--- src/rtl/var_iter_sequencer.sv ---
// Variable-node side sequencer for the LDPC decoder: alternates check-node phases
// with n-slot variable-node sweeps until the syndrome clears or MAX_ITER is reached.
module var_iter_sequencer #(
    parameter int log2n    = 3,
    parameter int n        = 8,
    parameter int log2iter = 4,
    parameter int MAX_ITER = 10
) (
    input  logic                clk,
    input  logic                rst,
    input  logic                start,
    input  logic                check_done,
    input  logic                syndrome_ok,
    output logic                check_start,
    output logic                var_en,
    output logic [log2n-1:0]    var_iter_count,
    output logic [log2iter-1:0] iter_count,
    output logic [1:0]          state,
    output logic                busy,
    output logic                done,
    output logic                success
);

    typedef enum logic [1:0] {
        IDLE  = 2'd0,
        CHECK = 2'd1,
        VAR   = 2'd2,
        DONE  = 2'd3
    } state_t;

    localparam logic [log2n-1:0]    LAST_SLOT  = log2n'(n - 1);
    localparam logic [log2iter-1:0] ITER_LIMIT = log2iter'(MAX_ITER);

    state_t                state_q;
    state_t                state_d;
    logic                  check_start_d;
    logic                  var_en_d;
    logic                  busy_d;
    logic                  done_d;
    logic                  success_d;
    logic [log2n-1:0]      slot_d;
    logic [log2iter-1:0]   iter_d;
    logic [log2iter-1:0]   iter_inc;

    // Every output is computed one cycle ahead here so that all ports come straight from flops.
    always_comb begin
        iter_inc      = iter_count + log2iter'(1);
        state_d       = state_q;
        check_start_d = 1'b0;
        var_en_d      = 1'b0;
        done_d        = 1'b0;
        slot_d        = var_iter_count;
        iter_d        = iter_count;
        success_d     = success;

        case (state_q)
            IDLE: begin
                if (start) begin
                    state_d       = CHECK;
                    check_start_d = 1'b1;
                    iter_d        = '0;
                    success_d     = 1'b0;
                end
            end
            CHECK: begin
                if (check_done) begin
                    if (syndrome_ok) begin
                        state_d   = DONE;
                        done_d    = 1'b1;
                        success_d = 1'b1;
                    end else begin
                        state_d  = VAR;
                        var_en_d = 1'b1;
                        slot_d   = '0;
                    end
                end
            end
            VAR: begin
                // The last slot closes an iteration; only a return to CHECK rewinds the slot counter.
                if (var_iter_count == LAST_SLOT) begin
                    iter_d = iter_inc;
                    if (iter_inc == ITER_LIMIT) begin
                        state_d   = DONE;
                        done_d    = 1'b1;
                        success_d = 1'b0;
                    end else begin
                        state_d       = CHECK;
                        check_start_d = 1'b1;
                        slot_d        = '0;
                    end
                end else begin
                    slot_d   = var_iter_count + log2n'(1);
                    var_en_d = 1'b1;
                end
            end
            DONE: begin
                state_d = IDLE;
            end
            default: begin
                state_d = IDLE;
            end
        endcase

        busy_d = (state_d != IDLE);
    end

    always_ff @(posedge clk) begin
        if (rst) begin
            state_q        <= IDLE;
            check_start    <= 1'b0;
            var_en         <= 1'b0;
            var_iter_count <= '0;
            iter_count     <= '0;
            busy           <= 1'b0;
            done           <= 1'b0;
            success        <= 1'b0;
        end else begin
            state_q        <= state_d;
            check_start    <= check_start_d;
            var_en         <= var_en_d;
            var_iter_count <= slot_d;
            iter_count     <= iter_d;
            busy           <= busy_d;
            done           <= done_d;
            success        <= success_d;
        end
    end

    assign state = state_q;

endmodule

--- config.mk ---
export PLATFORM = sky130hd
export DESIGN_NAME = var_iter_sequencer
export DESIGN_NICKNAME = d
export VERILOG_FILES = /design/src/rtl/var_iter_sequencer.sv
export SDC_FILE = /design/constraint.sdc
export NUM_CORES = 1
export LEC_CHECK = 0
export ABC_AREA = 1
export CAP_MARGIN = 20
export CORE_MARGIN = 5
export CORE_UTILIZATION = 30
export CTS_BUF_LIST = sky130_fd_sc_hd__clkbuf_4
export DETAILED_ROUTE_END_ITERATION = 6
export GPL_TIMING_DRIVEN = 0
export MAX_ROUTING_LAYER = met4
export SYNTH_ARGS = -nofsm -noshare
export SYNTH_HDL_FRONTEND = slang
export SYNTH_SLANG_ARGS = --single-unit
--- constraint.sdc ---
create_clock -name clk -period 1.3 [get_ports clk]
set_input_delay 0.39 -clock clk [delete_from_list [all_inputs] [get_ports clk]]
set_output_delay 0.39 -clock clk [all_outputs]
set_load 0.02 [all_outputs]
==> metrics.csv <==
stage,metric,value,unit
status,outcome,"finished, violations left",
status,violations,negative setup slack,
place,place_congestion,0.9055,
clocking,clk_pin_slew,90,ps
global_routing,track_usage,11.31,%
sta,totalNegativeSetupSlack,-33.30,ps
synth,ys_top_cells_by_area,"dfxtp_1 (34%), nand2_1 (15%), ha_1 (11%), inv_1 (10%), a21oi_1 (4.8%)",
synth,ys_seq_elements,14,
global_routing,grt_max_degree,9,
synth,synth_area,828.3,um2
place,placed_cell_area,1096,um2
synth,synth_most_common_cell,nand2_1,
clocking,htree_num_levels,1,
global_routing,grt.overflow.total,0,
final_layout,nets,162,
synth,synth_edf_count,0,
detailed_routing,wl_per_cell,11.62,um
global_routing,antenna_found_initial,0,
final_layout,finalCoreUtilization,45.89,%
detailed_routing,viasPerCell,4.794,
floorplanning,fp.dieH,62.55,um
clocking,cts_inserted_buffers,3,
final_layout,antenna_cells,0,
run,max_cap_viol_count,0,
place,hpwl,1.512,mm
synth,netlist_instances,120,
sta,clock_skew,6.721,ps
sta,finalHoldViolCount,0,
synth,synth.avg_cell_area,6.902,um2
synth,synthFlopType,dfxtp_1,
sta,worst_pin_slew,216.0,ps
final_layout,syn2layout_area_growth,50.15,%
sta,setup_slack,-33.30,ps
power,p_leak,0.0005758,uW
floorplanning,row_count,19,
worst_setup_path,worstSetupPathType,reg2reg,
sta,min_period,1333,ps
final_layout,stdcell_count,180,
sta,rsz0062_at_grt,true,
worst_setup_path,cp-start-kind,flip-flop,
detailed_routing,totalWireLength,2.092,mm
place,placed_cells,169,
place,port_buffers,18,
worst_setup_path,r2r_slack,-30,ps
clocking,clock_latency,290,ps
sta,setup_violations,1,
detailed_routing,ant_nets,0,
floorplanning,die_w,62.55,um
sta,slew_headroom,85.56,%
worst_setup_path,cp.arrival,1520,ps
clocking,cts_buffer_depth,2,
place,dpl_worst_slack,-372.3,ps
worst_setup_path,cp.required,1490,ps
floorplanning,core_area,2710,um2
worst_setup_path,end_kind,flip-flop,
final_layout,drive_gt1_share,53.02,%
synth,ys_top_cells_by_count,"nand2_1 (32), inv_1 (22), dfxtp_1 (14), a21oi_1 (8), ha_1 (7)",
clocking,clock-root-buffer,clkbuf_4,
global_routing,grt_pass1_vias,855,
clocking,cts_num_sinks,14,
synth,ys_seq_area_share,33.84,%
synth,synth_top_area_share,33.84,%
hold_path,hold_path_class,reg2reg,
clocking,cts_tree,built,
detailed_routing,drtIter0Drc,13,
synth,yosys.area.top_type,dfxtp_1,
synth,ys_types,19,
sta,max_freq,0.7500,GHz
power,peakVddDrop,0.6703,mV
final_layout,final_area,1244,um2
synth,syn_nets,132,
floorplanning,io_pins,19,
floorplanning,start_util,30.56,%
floorplanning,die_area,3912,um2
worst_setup_path,worst-path-max-fanout,4,
sta,drv_slew,0,
detailed_routing,via_count,863,
synth,async_reset_ff_share,0,%
sta,timing.final.crit_share,102.6,%
detailed_routing,dr.pass1.iters,4,
detailed_routing,drc,0,
synth,yosys_warnings,0,
global_routing,grt_first_pass_wirelength,3.519,mm
power,power.density,827.1,nW/um2
==> through the flow <==
step / total power, uW / hold slack (ps)
3_3_place_gp: 710.3 / 489.0
4_1_cts: 1014 / 501.1
3_5_place_dp: 715.4 / 491.2
6_report: 1029 / 493.1
2_1_floorplan: 625.3 / 451.7
5_1_grt: 1108 / 546.6
==> worst max-delay path: stages, from the launching register on <==
cell,delay (ps)
dfxtp_4,370
ha_4,160
ha_4,170
inv_2,60
nand2_4,60
nand2_4,60
inv_2,40
nand2_1,60
nand2_2,70
a21oi_2,120
nor2_1,50
==> area by class of cell <==
type	instances	area [um2]
Timing Repair Buffer	25	163.9
Sequential cell	14	305.3
Multi-Input combinational cell	81	604.3
Fill cell	303	1466
Tap cell	31	38.79
Inverter	25	101.3
Clock buffer	4	30.03
==> metal layers <==
layer	GRT usage [%]	vias up	wire, um
met5	-	-	0
met4	5.570	0	37
met3	2.698	5	61
met2	19.69	17	1119
met1	11.83	407	874
li1	-	434	-
==> cells by family (layout without fill, tap and decap cells) <==
group,after synthesis,in the layout,synth area share [%]
buffers and inverters,25,54,11.33
DFF,14,14,33.84
and+or+nand+nor,56,56,31.87
AOI/OAI and AO/OA,18,18,12.39
adders and majority gates,7,7,10.57
==> placed cells by master, fill, tap and decap left out, types with 2 or more instances in the layout <==
cell / n
a21oi_2: 2
o21ai_2: 2
o21ai_0: 4
dfxtp_4: 6
clkdlybuf4s50_1: 3
dfxtp_2: 2
nand2_1: 20
buf_2: 9
a21oi_1: 7
buf_4: 8
nand2_2: 13
nor2_2: 4
dfxtp_1: 6
clkbuf_2: 4
nor2_1: 4
inv_1: 14
nand4_1: 2
nand3_1: 5
ha_4: 6
clkbuf_4: 4
inv_2: 9
nand2_4: 4
==> repair_timing <==
item,in CTS,in global routing
resized for setup,70,27
hold buffers,0,0
pin swaps,14,14
gates cloned,0,0
setup buffers,6,1
setup endpoints to repair,25,16
==> final timing paths <==
path,start,end,cells after the start
setup / recovery,var_iter_count[0],success,10
hold / removal,iter_count[3],iter_count[3],2
setup reg to reg,var_iter_count[0],success,10
hold reg to reg,iter_count[3],iter_count[3],2
==> flip-flops by register name, summed over array words and instances, names as in the netlist <==
name / count
iter_count: 4
var_en: 1
done: 1
success: 1
busy: 1
var_iter_count: 3
check_start: 1
state: 2
==> where the power goes <==
group | internal [uW] | total (uW) | switching, uW | leakage, uW
sequential | 447 | 470 | 23.6 | 0.000120
combinational | 107 | 268 | 161 | 0.000438
clock | 140 | 290 | 150 | 0.0000184
(Power assumes the default switching activity.)
